**config.mk**
```make
export PLATFORM = sky130hd
export DESIGN_NAME = fabric_reset_sequencer
export DESIGN_NICKNAME = d
export VERILOG_FILES = /design/src/rtl/fabric_reset_pkg.sv /design/src/rtl/sync_2ff.sv /design/src/rtl/fabric_reset_sequencer.sv
export SDC_FILE = /design/constraint.sdc
export NUM_CORES = 1
export LEC_CHECK = 0
export CORE_MARGIN = 2
export CORE_UTILIZATION = 40
export CTS_CLUSTER_SIZE = 8
export DETAILED_ROUTE_END_ITERATION = 16
export PLACE_DENSITY = 0.58
export SYNTH_ARGS = -nofsm -noshare
export SYNTH_HDL_FRONTEND = slang
export SYNTH_SLANG_ARGS = --single-unit
```
**constraint.sdc**
```tcl
create_clock -name clkin -period 2.4 [get_ports clkin]
set_clock_uncertainty 0.1 [all_clocks]
set_input_delay 0.36 -clock clkin [delete_from_list [all_inputs] [get_ports clkin]]
set_output_delay 0.36 -clock clkin [all_outputs]
set_load 0.01 [all_outputs]
```
**src/rtl/fabric_reset_pkg.sv**
```systemverilog
`default_nettype none
// ============================================================================
// Module   : fabric_reset_pkg
// Purpose  : State encoding and shared widths for the fabric reset sequencer.
// Revision : 1.0 - initial release
// ============================================================================
package fabric_reset_pkg;

    localparam int STATE_W = 3;
    localparam int LLC_W   = 8;

    localparam logic [STATE_W-1:0] ST_WAIT_LOCK   = 3'd0;
    localparam logic [STATE_W-1:0] ST_LOCK_STABLE = 3'd1;
    localparam logic [STATE_W-1:0] ST_WAIT_INIT   = 3'd2;
    localparam logic [STATE_W-1:0] ST_MSS_REL     = 3'd3;
    localparam logic [STATE_W-1:0] ST_FAB_DELAY   = 3'd4;
    localparam logic [STATE_W-1:0] ST_RUN         = 3'd5;
    localparam logic [STATE_W-1:0] ST_SW_RST      = 3'd6;

    // States in which a loss of PLL lock is counted and forces a full restart.
    function automatic logic lock_monitored(input logic [STATE_W-1:0] s);
        return (s >= ST_WAIT_INIT) && (s <= ST_SW_RST);
    endfunction

    function automatic logic mss_released(input logic [STATE_W-1:0] s);
        return (s >= ST_MSS_REL) && (s <= ST_SW_RST);
    endfunction

endpackage
`default_nettype wire

```
**src/rtl/sync_2ff.sv**
```systemverilog
`default_nettype none
// ============================================================================
// Module   : sync_2ff
// Purpose  : Single-bit two-flop synchronizer with asynchronous active-low clear.
// Revision : 1.0 - initial release
// ============================================================================
module sync_2ff (
    input  logic clk_i,
    input  logic rst_ni,
    input  logic d_i,
    output logic q_o
);

    logic meta_q;
    logic sync_q;

    always_ff @(posedge clk_i or negedge rst_ni) begin
        if (!rst_ni) begin
            meta_q <= 1'b0;
            sync_q <= 1'b0;
        end else begin
            meta_q <= d_i;
            sync_q <= meta_q;
        end
    end

    assign q_o = sync_q;

endmodule
`default_nettype wire

```
**src/rtl/fabric_reset_sequencer.sv**
```systemverilog
`default_nettype none
// ============================================================================
// Module   : fabric_reset_sequencer
// Purpose  : Sequences MSS and fabric resets from PLL lock and device init done.
// Revision : 1.0 - initial release
// ============================================================================
module fabric_reset_sequencer
    import fabric_reset_pkg::*;
#(
    parameter int LOCK_STABLE_CYCLES = 1024,
    parameter int RELEASE_DELAY      = 16,
    parameter int SW_RESET_CYCLES    = 8,
    parameter int CNT_W              = 16
) (
    input  logic               clkin,
    input  logic               resetn,
    input  logic               pll_lock,
    input  logic               init_done,
    input  logic               sw_reset_req,
    output logic               mss_reset_n,
    output logic               fabric_reset_n,
    output logic               ready,
    output logic [STATE_W-1:0] state,
    output logic [LLC_W-1:0]   lock_loss_cnt
);

    localparam logic [CNT_W-1:0] LS_LAST  = CNT_W'(LOCK_STABLE_CYCLES - 1);
    localparam logic [CNT_W-1:0] REL_LAST = CNT_W'(RELEASE_DELAY - 1);
    localparam logic [CNT_W-1:0] SW_LAST  = CNT_W'(SW_RESET_CYCLES - 1);

    logic               lock_s;
    logic               init_s;
    logic [STATE_W-1:0] state_q, state_d;
    logic [CNT_W-1:0]   cnt_q, cnt_d;
    logic [LLC_W-1:0]   llc_q, llc_d;
    logic               mss_q, fab_q, ready_q;

    sync_2ff u_sync_lock (
        .clk_i  (clkin),
        .rst_ni (resetn),
        .d_i    (pll_lock),
        .q_o    (lock_s)
    );

    sync_2ff u_sync_init (
        .clk_i  (clkin),
        .rst_ni (resetn),
        .d_i    (init_done),
        .q_o    (init_s)
    );

    always_comb begin
        state_d = state_q;
        cnt_d   = cnt_q;
        llc_d   = llc_q;

        case (state_q)
            ST_WAIT_LOCK: begin
                if (lock_s) begin
                    state_d = ST_LOCK_STABLE;
                    cnt_d   = '0;
                end
            end
            ST_LOCK_STABLE: begin
                if (!lock_s)
                    state_d = ST_WAIT_LOCK;
                else if (cnt_q == LS_LAST)
                    state_d = ST_WAIT_INIT;
                else
                    cnt_d = cnt_q + CNT_W'(1);
            end
            ST_WAIT_INIT: begin
                if (init_s)
                    state_d = ST_MSS_REL;
            end
            ST_MSS_REL: begin
                state_d = ST_FAB_DELAY;
                cnt_d   = '0;
            end
            ST_FAB_DELAY: begin
                if (cnt_q == REL_LAST)
                    state_d = ST_RUN;
                else
                    cnt_d = cnt_q + CNT_W'(1);
            end
            ST_RUN: begin
                if (sw_reset_req) begin
                    state_d = ST_SW_RST;
                    cnt_d   = '0;
                end
            end
            ST_SW_RST: begin
                if (cnt_q == SW_LAST)
                    state_d = ST_RUN;
                else
                    cnt_d = cnt_q + CNT_W'(1);
            end
            default: state_d = ST_WAIT_LOCK;
        endcase

        // Lock loss overrides every other transition once qualification is done.
        if (lock_monitored(state_q) && !lock_s) begin
            state_d = ST_WAIT_LOCK;
            if (llc_q != {LLC_W{1'b1}})
                llc_d = llc_q + LLC_W'(1);
        end
    end

    always_ff @(posedge clkin or negedge resetn) begin
        if (!resetn) begin
            state_q <= ST_WAIT_LOCK;
            cnt_q   <= '0;
            llc_q   <= '0;
            mss_q   <= 1'b0;
            fab_q   <= 1'b0;
            ready_q <= 1'b0;
        end else begin
            state_q <= state_d;
            cnt_q   <= cnt_d;
            llc_q   <= llc_d;
            mss_q   <= mss_released(state_d);
            fab_q   <= (state_d == ST_RUN);
            ready_q <= (state_d == ST_RUN);
        end
    end

    assign mss_reset_n    = mss_q;
    assign fabric_reset_n = fab_q;
    assign ready          = ready_q;
    assign state          = state_q;
    assign lock_loss_cnt  = llc_q;

endmodule
`default_nettype wire
```
### After elaboration in Yosys (flattened, before gate mapping)

Index checks and enable logic that the tools add are counted.

| operators by class | value |
|---|---|
| add/subtract/negate cells | 2 |
| magnitude comparators | 4 |
| eq/ne operators | 17 |
| multiplexer cells | 16 |
| reductions and logical operators | 8 |

Operators with widths:

| cell | number |
|---|---|
| $mux W16 | 6 |
| $pmux W16 S6 | 1 |
| $mux W3 | 8 |
| $pmux W3 S7 | 1 |
| $add A16 B1 Y16 const B | 1 |
| $eq A16 B10 Y1 const B | 1 |
| $eq A16 B3 Y1 const B | 1 |
| $eq A16 B4 Y1 const B | 1 |
| $eq A3 B3 Y1 const B | 4 |
| $add A8 B1 Y8 const B | 1 |
| $ne A2 B2 Y1 const B | 4 |
| $ne A8 B8 Y1 const B | 1 |
| $reduce_and A7 Y1 | 1 |
| $eq A3 B2 Y1 const B | 2 |
| $ge A3 B2 Y1 const B | 2 |
| $le A3 B3 Y1 const B | 2 |
| $reduce_bool A6 Y1 | 1 |
| $ne A2 B1 Y1 const B | 2 |
| $eq A3 B1 Y1 const B | 1 |
| $logic_and A1 B1 Y1 | 3 |
| $logic_not A3 Y1 | 1 |
| $reduce_and A2 Y1 | 1 |
| $logic_not A1 Y1 | 1 |

| word-level totals | value |
|---|---|
| output and inout port bits | 14 |
| input bits | 5 |
| flip-flop bits (word level) | 33 |
| word-level logic and storage cells | 56 |

### Depth between registers and ports, before layout

Gate-level depths: netlist (run 1).

| logic depth | value |
|---|---|
| depth in word-level cells | 7 |
| depth in mapped cells | 7 |

### By module

Synthesis (run 1) repeated with hierarchy kept, for this count alone.

| unflattened totals | value |
|---|---|
| cell total of the unflattened synthesis | 182 |
| area total of the unflattened synthesis | 1775.5 µm² |

By module, submodules not included:

| module | times used | area an instance (µm²) | seq. area each (µm²) | cells each |
|---|---|---|---|---|
| fabric_reset_sequencer | 1 | 1675.4 | 725.7 | 178 |
| sync_2ff | 2 | 50.0 | 50.0 | 2 |

### Worst setup path before layout (run 1)

Ideal clock, no wire load.

| timing path | value |
|---|---|
| path type | flip-flop to flip-flop |
| start point | register cnt_q[0] |
| end point | register cnt_q[13] |
| period minus slack after synthesis | 1.763 ns |
| data arrival time | 1.553 ns |
| setup slack | 0.637 ns |
| buffers on the path | 0 |
| stages on the path, launching flop included | 7 |
| setup time | 0.110 ns |
| cells stage by stage | dfrtp_1 -> ha_1 -> and4bb_1 -> nand4_2 -> o21ba_2 -> nand3_4 -> o41ai_1 |

| on the way | value |
|---|---|
| cells in the longest elaborated chain, start to end | 4 |
| elaborated cells on any way between the ends | 13 |
| classes of those cells | add/sub: 1; eq/ne: 6; mux: 5; reduce/logical: 1 |

RTL lines:

| item | line | RTL |
|---|---|---|
| from (decl) | fabric_reset_sequencer.sv:34 | `logic [CNT_W-1:0] cnt_q, cnt_d;` |
| from (signal assigned) | fabric_reset_sequencer.sv:119 | `cnt_q <= cnt_d;` |
| $add A16 B1 Y16 | fabric_reset_sequencer.sv:70, fabric_reset_sequencer.sv:84, fabric_reset_sequencer.sv:96 |  |
| $mux W16 | fabric_reset_sequencer.sv:67 | `else if (cnt_q == LS_LAST)` |
| $mux W16 | fabric_reset_sequencer.sv:65 | `if (!lock_s)` |
| $pmux W16 S6 | fabric_reset_sequencer.sv:57 | `case (state_q)` |

Several ways; a longest one is shown, not always the timed one. The select of a mux whose other input is x is not followed.
A chain may end at the register's enable or synchronous reset.

### Worst setup path after layout (run 1)

| timing path | value |
|---|---|
| start point | register state_q[1], in the netlist state[1] |
| end point | output port state[1] |

RTL lines:

| item | line | RTL |
|---|---|---|
| from (decl) | fabric_reset_sequencer.sv:33 | `logic [STATE_W-1:0] state_q, state_d;` |
| from (signal assigned) | fabric_reset_sequencer.sv:118 | `state_q <= state_d;` |
| to (decl) | fabric_reset_sequencer.sv:23 | `output logic [STATE_W-1:0] state,` |

No word-level cell between the ends.

==> results of run 1 <==
## layout by cell type, fill, tap and decap left out, types with 3 or more instances in the layout
master / netlist / routed
and3_1: 5 / 5
a31oi_1: 9 / 9
nor2_1: 9 / 9
o31ai_1: 12 / 12
nand2_1: 10 / 10
o21a_1: 3 / 3
nand2b_1: 3 / 3
clkbuf_8: 0 / 5
nor4_2: 3 / 3
dfrtp_1: 33 / 33
buf_4: 3 / 3
nand4_1: 9 / 9
o21ai_1: 11 / 11
clkinvlp_4: 0 / 3
o21ai_0: 4 / 4
nand3_1: 10 / 10
a21oi_1: 4 / 4
clkdlybuf4s50_1: 0 / 18
xnor2_1: 7 / 7
nor2b_1: 3 / 3
## state kept, by name (all words and copies together), names as in the netlist
register / flops
cnt_q: 16
lock_loss_cnt: 8
state: 3
mss_reset_n: 1
ready: 1
u_sync_init.meta_q: 1
u_sync_init.q_o: 1
u_sync_lock.meta_q: 1
u_sync_lock.q_o: 1
## per-stage QoR
stage	power, W	util	cells
floorplan	0.000628	-	178
global placement	0.000656	0.465	242
detailed placement	0.000660	0.465	242
CTS	0.00109	0.486	250
global route	0.00113	0.486	250
finish	0.00107	0.486	250
## report_power, final
group          leakage (nW)  total (W)  internal, W  switching [W]
Sequential            0.442   0.000578     0.000566      0.0000120
Combinational         0.376  0.0000706    0.0000271      0.0000435
Clock                0.0364   0.000424     0.000203       0.000221
## cell type report
type / instances / share of cell area
Sequential cell: 33 / 0.385
Multi-Input combinational cell: 134 / 0.444
Tap cell: 52 / 0.0303
Timing Repair Buffer: 21 / 0.0945
Inverter: 2 / 0.00350
Clock inverter: 3 / 0.0105
Clock buffer: 5 / 0.0321
## cells in the mapped netlist, types with 2 or more instances
master / n / share of area
buf_4: 3 / 0.012
o21a_1: 3 / 0.012
and3_1: 5 / 0.017
nor3_1: 2 / 0.0054
o21ai_0: 4 / 0.011
o21ai_1: 11 / 0.030
buf_6: 4 / 0.024
nor2_1: 9 / 0.018
nand2_2: 2 / 0.0067
nand4_1: 9 / 0.030
nor2b_1: 3 / 0.010
inv_1: 2 / 0.0040
buf_2: 2 / 0.0054
nor4_2: 3 / 0.020
nand2_1: 10 / 0.020
xnor2_1: 7 / 0.033
ha_1: 2 / 0.013
nand3_1: 10 / 0.027
nand2b_1: 3 / 0.010
a21oi_1: 4 / 0.011
a31oi_1: 9 / 0.030
o31ai_1: 12 / 0.048
xor2_1: 2 / 0.0094
dfrtp_1: 33 / 0.44
## logic make-up after synthesis
kind of cell	count (synthesis)
AND/OR/NAND/NOR	68
multiplexers	2
flip-flops	33
XOR/XNOR	9
adder cells (fa/ha/maj)	2
AO/OA/AOI/OAI	53
buffers and inverters	11
## metal layers
layer	routed length, um	vias to the layer above
met4	59	0
met1	1900	754
met3	200	7
met2	2050	38
li1	-	706
met5	0	-
## how the worst max path moves through the flow
stage / to / slack [ns] / cells past startpoint
after global routing: cnt_q[3]$_DFFE_PN0P_ / 0.23 / 5
after detailed placement: cnt_q[3]$_DFFE_PN0P_ / 0.36 / 6
after floorplan: cnt_q[13]$_DFFE_PN0P_ / 0.64 / 6
after global placement: cnt_q[10]$_DFFE_PN0P_ / 0.33 / 6
final: state[1] / 0.36 / 1
after CTS: state[1] / 0.36 / 1
==> results.md, run 1 <==
* Outcome: complete, no violations
* Sequential Area at 826 um2
* DRT Pass-1 Iters at 4
* Syn_nets at 185
* RSZ-0062 raised after global routing: false
* Worst setup SP type: flop
* Row cnt at 24
* Source of the critical timing path: state[1]$_DFF_PN0_
* Compound-Gate Fraction of Synth Area at 0.203
* Largest family of logic cells by synthesized area: simple AND/OR/NAND/NOR gates
* Slowest stage delay, CP at 0.66 ns
* Data arrival, critical path at 1.58 ns
* Critical-path cell list: clkdlybuf4s50_1
* Die Wd at 72.3 um
* GRT met1 Usage at 0.234
* Placeable Area at 4410 um2
* # nets final at 204
* Syn avg cell area at 10.5 um2
* Worst VDD drop at 0.000218 V
* Placed Area at 2050 um2
* Max Clk Rate at 489 MHz
* Final GP Congestion at 0.827
* Adder-cell share of the synthesized area at 0.0134
* Multi-input logic area at 953 um2
* Vias per inst at 6.02
* Slew HR at 0.664
* Final Max Tran Viols at 0
* CTS tree: done
* HP Start: u_sync_init.meta_q$_DFF_PN0_
* Post-synthesis mux area share at 0.0114
* Least-Margin Pin Slew at 0.505 ns
* Post-route DRC at 0
* Yosys cell types at 48
* DR iter-0 viols at 113
* Post-CTS Setup Bufs at 0
* Worst hold endpoint: u_sync_init.q_o$_DFF_PN0_
* Post-synth ARST share at 1.00
* Final worst slack at 0.356 ns
* Hold Path Class: flop to flop
* Slowest cell on the critical path: dfrtp_1
* Met3 Track Usage GR at 0.0431
* #FFs+latches synth at 33
* Antenna Nets Post-Route at 0
* Main flop type after synthesis: dfrtp_1
* Die area at 5220 um2
* PostCTS Resize Cnt at 0
* Setup-failing EPs final at 0
* Vias in the first global route at 1,482
* Post-synthesis xor/xnor area fraction at 0.0423
* Clock transition at path regs at 0.08 ns
* Share of the yosys chip area belonging to registers at 0.443
* WL/cell at 16.8 um
* Max-cap viol count at 0
* Leakage Power at 0.855 nW
* Critical path type: flop to output pin
* Bufs on Longest Clock Path at 2
* Hold-fix buffers, CTS at 0
* Final instance area at 2150 um2
* Pwr per Cell Area at 500 nW/um2
* Flop2flop setup slack at 0.38 ns
* Grt met2 use at 0.294
* WHS Path Cells at 0
* Via Count at 1,505
* DPL Wire Length at 3000 um
* Tcrit/Tclk final at 0.852
* GRT overflow at 0
* H-tree lvl count at 2
* Root Buffer: clkbuf_8
* Drt total wl at 4210 um
* Crit path max fanout at 13
* Initial core utilization at 0.422
* Gr usage total at 0.182
* Delay-heaviest family, CP: flip-flops
* Hold Vio Cnt, Final at 0
* First-pass GRT wire length at 7330 um
* EDFF count, synth at 0
* YS warnings at 0
* Worst path bufs/invs at 1
* Io pins at 19
* Die Y at 72.3 um
* Antenna diode count at 0
* GR peak layer: met2
* Largest net degree at the start of global routing at 34
* Synth Area in Simple Gates at 0.241
* Worst slack at placement at 0.357 ns
* Port buffer count at 18
* Synthesized area at 1860 um2
* Hold WS at 0.251 ns
* Setup tns final at 0 ns
* Clock insertion delay at the later pin of the skew report at 0.29 ns
* Worst Path Required at 1.94 ns
* Clk sink count at 33
* Worst-case reg-to-reg path depth at 5
* CTS Buf Count at 5
* Filler Cell Count at 392
* Mapped Cells at 178
* Initial antenna violation count at 0
* RR Startpoint: cnt_q[11]$_DFFE_PN0P_
* Area Overhead vs Synth at 15.1%
* Critical Path Sink Type: output pin
* Fin crit period at 2.04 ns
* RR Endpoint: cnt_q[7]$_DFFE_PN0P_
* Fraction of layout cells with a size suffix above 1 at 0.157
Note: power is estimated with default switching activity, not from simulation.
==> run 2, diff against run 1 <==
--- a/config.mk
+++ b/config.mk
@@ -5,11 +5,12 @@
 export SDC_FILE = /design/constraint.sdc
 export NUM_CORES = 1
 export LEC_CHECK = 0
+export CAP_MARGIN = 25
 export CORE_MARGIN = 2
-export CORE_UTILIZATION = 40
+export CORE_UTILIZATION = 56
 export CTS_CLUSTER_SIZE = 8
 export DETAILED_ROUTE_END_ITERATION = 16
-export PLACE_DENSITY = 0.58
+export PLACE_DENSITY = 0.77
 export SYNTH_ARGS = -nofsm -noshare
 export SYNTH_HDL_FRONTEND = slang
 export SYNTH_SLANG_ARGS = --single-unit
==> run 2 against run 1 <==
Effect of this change: die area decreased by 27%; first-iteration DRC count increased by 9.7%; via count decreased by 0.66%; wire length decreased by 8.8%; critical path depth unchanged; power decreased by 6.4%; sequential power about the same; global-route usage increased by 5.0 points; clock-buffer cell count increased by 2; largest cell class unchanged; clock power decreased by 16%.
==> results.md, run 2 (same netlist as run 1, synthesis figures left out) <==
* Worst VDD drop at 0.000332 V (+53%)
* Placeable Area at 3100 um2 (-30%)
* Commonest non-fill, non-tap cell in the layout: dfrtp_1
* Hold Vio Cnt, Final at 0 (unchanged)
* CTS Buf Count at 5 (unchanged)
* Gr usage total at 0.232 (+0.0500)
* Largest net degree at the start of global routing at 34 (unchanged)
* Port buffer count at 18 (unchanged)
* Final GP Congestion at 0.838 (+1.3%)
* Initial antenna violation count at 0 (unchanged)
* Via Count at 1,495 (-0.66%)
* Final worst slack at 0.301 ns (-0.0551 ns)
* Worst hold endpoint: u_sync_init.q_o$_DFF_PN0_
* Placed Area at 2040 um2 (-0.49%)
* Final instance area at 2110 um2 (-1.5%)
* Antenna diode count at 0 (unchanged)
* Slew HR at 0.661 (-0.00235)
* H-tree lvl count at 2 (unchanged)
* Die Y at 61.7 um (-15%)
* Tcrit/Tclk final at 0.875 (+0.0229)
* Most frequent cells in the layout: 33 x dfrtp_1, 18 x clkdlybuf4s50_1, 12 x o31ai_1
* Vias in the first global route at 1,426 (-3.8%)
* Least-Margin Pin Slew at 0.508 ns (+0.00352 ns)
* # nets final at 204 (unchanged)
* RR Endpoint: cnt_q[9]$_DFFE_PN0P_
* Worst slack at placement at 0.401 ns (+0.0441 ns)
* Clock transition at path regs at 0.10 ns (+0.02 ns)
* Io pins at 19 (unchanged)
* PostCTS Resize Cnt at 0 (unchanged)
* RSZ-0062 raised after global routing: false
* First-pass GRT wire length at 6430 um (-12%)
* GRT overflow at 0 (unchanged)
* Leakage Power at 0.860 nW (+0.57%)
* Max-cap viol count at 0 (unchanged)
* Slowest cell on the critical path: dfrtp_1
* Critical Path Sink Type: output pin
* Root Buffer: clkbuf_4
* Critical path type: flop to output pin
* Vias per inst at 6.18 (+2.6%)
* Final Max Tran Viols at 0 (unchanged)
* WHS Path Cells at 0 (unchanged)
* Crit path max fanout at 13 (unchanged)
* Hold Path Class: flop to flop
* HP Start: u_sync_init.meta_q$_DFF_PN0_
* Fin crit period at 2.10 ns (+0.0551 ns)
* Area Overhead vs Synth at 13.4%
* Worst-case reg-to-reg path depth at 5 (unchanged)
* Placed Cells at 234 (-3.3%)
* CTS tree: done
* Initial core utilization at 0.601 (+0.178)
* Die area at 3810 um2 (-27%)
* Outcome: complete, no violations
* Antenna Nets Post-Route at 0 (unchanged)
* Worst path bufs/invs at 1 (unchanged)
* Critical-path cell list: clkdlybuf4s50_1
* Post-route insts no fill at 242 (-3.2%)
* Clock insertion delay at the later pin of the skew report at 0.33 ns (+0.04 ns)
* Die Wd at 61.7 um (-15%)
* DRT Pass-1 Iters at 4 (unchanged)
* Clk sink count at 33 (unchanged)
* Post-CTS Setup Bufs at 0 (unchanged)
* Largest register FFs at 16 (unchanged)
* Row cnt at 20 (-17%)
* Delay-heaviest family, CP: flip-flops
* Pwr per Cell Area at 475 nW/um2 (-5.1%)
* Drt total wl at 3840 um (-8.8%)
* Setup-failing EPs final at 0 (unchanged)
* Slowest stage delay, CP at 0.67 ns (about the same)
* RR Startpoint: cnt_q[11]$_DFFE_PN0P_
* DPL Wire Length at 2760 um (-7.9%)
* Worst Path Required at 1.94 ns (about the same)
* WL/cell at 15.9 um (-5.8%)
* Post-route DRC at 0 (unchanged)
* Most flops, register: cnt_q
* Post-layout util at 0.681 (+0.195)
* Fraction of layout cells with a size suffix above 1 at 0.157 (unchanged)
* Worst setup SP type: flop
* Filler Cell Count at 265 (-32%)
* Setup tns final at 0 ns (unchanged)
* Hold-fix buffers, CTS at 0 (unchanged)
* Data arrival, critical path at 1.64 ns (+0.06 ns)
* Flop2flop setup slack at 0.37 ns (about the same)
* DR iter-0 viols at 124 (+9.7%)
* Bufs on Longest Clock Path at 2 (unchanged)
* Max Clk Rate at 476 MHz (-2.6%)
run 2: layer usage:
layer,part of all wire,global-route usage,vias up
met5,0,0,-
met2,0.47,0.329,51
li1,-,-,709
met1,0.45,0.332,720
met4,0.030,0.134,0
met3,0.047,0.0435,15
run 2: how the worst max path moves through the flow:
stage / slack, ns / cells past startpoint / end / from
after floorplan: 0.64 / 6 / cnt_q[13]$_DFFE_PN0P_ / cnt_q[0]$_DFFE_PN0P_
after global placement: 0.44 / 6 / cnt_q[10]$_DFFE_PN0P_ / sw_reset_req
after detailed placement: 0.40 / 6 / cnt_q[3]$_DFFE_PN0P_ / sw_reset_req
after CTS: 0.31 / 1 / state[1] / state[1]$_DFF_PN0_
final: 0.30 / 1 / state[1] / state[1]$_DFF_PN0_
after global routing: 0.22 / 1 / state[1] / state[1]$_DFF_PN0_
run 2: where the power goes:
part           leakage (nW)  switching (W)  internal (W)
Clock                0.0413       0.000186      0.000170
Combinational         0.376      0.0000430     0.0000275
Sequential            0.442      0.0000118      0.000566
Total                 0.860       0.000241      0.000763
run 2: stage by stage:
step | power [W] | hold slack, ns
6_report | 0.00100 | 0.260
5_1_grt | 0.00106 | 0.274
4_1_cts | 0.00101 | 0.263
3_5_place_dp | 0.000660 | 0.240
3_3_place_gp | 0.000655 | 0.232
2_1_floorplan | 0.000628 | -0.0356
run 2: final cells by class:
cell class,count,area [um2],area share
clock inverter,1,5.00,0.00237
inverter,2,7.51,0.00355
multi-input combinational,134,953,0.451
timing repair buffer,21,203,0.0959
clock buffer,7,65.1,0.0308
tap,44,55.1,0.0260
sequential,33,826,0.391
==> run 3, diff against run 2 <==
--- a/config.mk
+++ b/config.mk
@@ -11,6 +11,7 @@
 export CTS_CLUSTER_SIZE = 8
 export DETAILED_ROUTE_END_ITERATION = 16
 export PLACE_DENSITY = 0.77
+export RECOVER_POWER = 50
 export SYNTH_ARGS = -nofsm -noshare
 export SYNTH_HDL_FRONTEND = slang
 export SYNTH_SLANG_ARGS = --single-unit
==> run 3 against run 2 <==
Effect of this change: die area unchanged; critical path type unchanged; clock power about the same; final cell count unchanged; sequential cell count unchanged; design area decreased by 0.12%; worst hold slack about the same.
==> results.md, run 3 (same netlist as run 1, synthesis figures left out) <==
* Delay-heaviest family, CP: flip-flops
* Flop2flop setup slack at 0.37 ns (about the same)
* Largest register FFs at 16 (unchanged)
* DR iter-0 viols at 123 (-0.81%)
* Crit path max fanout at 13 (unchanged)
* Data arrival, critical path at 1.64 ns (about the same)
* RR Startpoint: cnt_q[11]$_DFFE_PN0P_
* Final Max Tran Viols at 0 (unchanged)
* Post-CTS Setup Bufs at 0 (unchanged)
* Die Y at 61.7 um (unchanged)
* DRT Pass-1 Iters at 4 (unchanged)
* Fraction of layout cells with a size suffix above 1 at 0.157 (unchanged)
* Largest net degree at the start of global routing at 34 (unchanged)
* Worst path bufs/invs at 1 (unchanged)
* Die Wd at 61.7 um (unchanged)
* First-pass GRT wire length at 6430 um (unchanged)
* # nets final at 204 (unchanged)
* RSZ-0062 raised after global routing: false
* Pwr per Cell Area at 475 nW/um2 (about the same)
* Initial antenna violation count at 0 (unchanged)
* Area Overhead vs Synth at 13.3%
* Bufs on Longest Clock Path at 2 (unchanged)
* PostCTS Resize Cnt at 0 (unchanged)
* Tcrit/Tclk final at 0.875 (about the same)
* Antenna Nets Post-Route at 0 (unchanged)
* Post-route DRC at 0 (unchanged)
* DPL Wire Length at 2760 um (unchanged)
* Clk sink count at 33 (unchanged)
* Placeable Area at 3100 um2 (unchanged)
* Antenna diode count at 0 (unchanged)
* Placed Cells at 234 (unchanged)
* Worst setup SP type: flop
* Max-cap viol count at 0 (unchanged)
* Leakage Power at 0.864 nW (+0.43%)
* Hold Path Class: flop to flop
* Gr usage total at 0.232 (unchanged)
* Post-route insts no fill at 242 (unchanged)
* Most flops, register: cnt_q
* CTS Buf Count at 5 (unchanged)
* Die area at 3810 um2 (unchanged)
* Final GP Congestion at 0.838 (unchanged)
* CTS tree: done
* Vias in the first global route at 1,426 (unchanged)
* Setup tns final at 0 ns (unchanged)
* Fin crit period at 2.10 ns (+0.000645 ns)
* Worst VDD drop at 0.000332 V (unchanged)
* Source of the critical timing path: state[1]$_DFF_PN0_
* Io pins at 19 (unchanged)
* HP Start: u_sync_init.meta_q$_DFF_PN0_
* Slowest stage delay, CP at 0.67 ns (about the same)
* Row cnt at 20 (unchanged)
* Worst Path Required at 1.94 ns (about the same)
* WL/cell at 15.8 um (-0.10%)
* Filler Cell Count at 266 (+0.38%)
* Clock insertion delay at the later pin of the skew report at 0.33 ns (about the same)
* H-tree lvl count at 2 (unchanged)
* Root Buffer: clkbuf_4
* Most frequent cells in the layout: 33 x dfrtp_1, 14 x clkdlybuf4s50_1, 12 x o31ai_1
* Drt total wl at 3840 um (-0.10%)
* Outcome: complete, no violations
* Critical-path cell list: clkdlybuf4s50_1
* Critical path type: flop to output pin
* Clock transition at path regs at 0.10 ns (about the same)
* Critical Path Sink Type: output pin
* Least-Margin Pin Slew at 0.778 ns (+0.270 ns)
* GRT overflow at 0 (unchanged)
* Via Count at 1,495 (unchanged)
* Port buffer count at 18 (unchanged)
* Commonest non-fill, non-tap cell in the layout: dfrtp_1
* Hold-fix buffers, CTS at 0 (unchanged)
* Vias per inst at 6.18 (unchanged)
* Slew HR at 0.481 (-0.180)
* Initial core utilization at 0.601 (unchanged)
* Max Clk Rate at 476 MHz (about the same)
* Slowest cell on the critical path: dfrtp_1
* Hold Vio Cnt, Final at 0 (unchanged)
* Setup-failing EPs final at 0 (unchanged)
run 3: path summary, 6_finish.rpt:
| path | endpoint | cells after the start |
|---|---|---|
| max in group asynchronous | cnt_q[15]$_DFFE_PN0P_ | 2 |
| hold reg to reg | u_sync_init.q_o$_DFF_PN0_ | 0 |
| setup reg to reg | cnt_q[9]$_DFFE_PN0P_ | 5 |
| min in group asynchronous | mss_reset_n$_DFF_PN0_ | 2 |
| setup / recovery | state[1] | 1 |
| hold / removal | u_sync_init.q_o$_DFF_PN0_ | 0 |
run 3: power breakdown:
part	total (W)	internal [W]	switching, W
sequential	0.000578	0.000566	0.0000118
clock	0.000356	0.000170	0.000186
combinational	0.0000689	0.0000259	0.0000429
run 3: through the flow:
stage	setup WS [ns]	utilization	total power, W	cell area, um2	hold WS [ns]
after floorplan	0.637	-	0.000628	1860	-0.0356
after detailed placement	0.401	0.659	0.000660	2040	0.240
after global routing	0.216	0.681	0.00105	2110	0.274
final	0.300	0.681	0.00100	2110	0.260
after global placement	0.443	0.659	0.000655	2040	0.232
after CTS	0.305	0.681	0.00101	2110	0.263
run 3: final cells by class:
type	count	area [um2]	area share
timing repair buffer	21	200	0.0948
clock buffer	7	65.1	0.0308
tap	44	55.1	0.0261
inverter	2	7.51	0.00355
clock inverter	1	5.00	0.00237
multi-input combinational	134	953	0.451
sequential	33	826	0.391
run 3: per-layer routing:
metal	vias to the layer above	global-route usage	part of all wire
met5	-	0	0
met4	0	0.134	0.030
met3	15	0.0435	0.047
met2	51	0.329	0.47
met1	720	0.332	0.45
li1	709	-	-
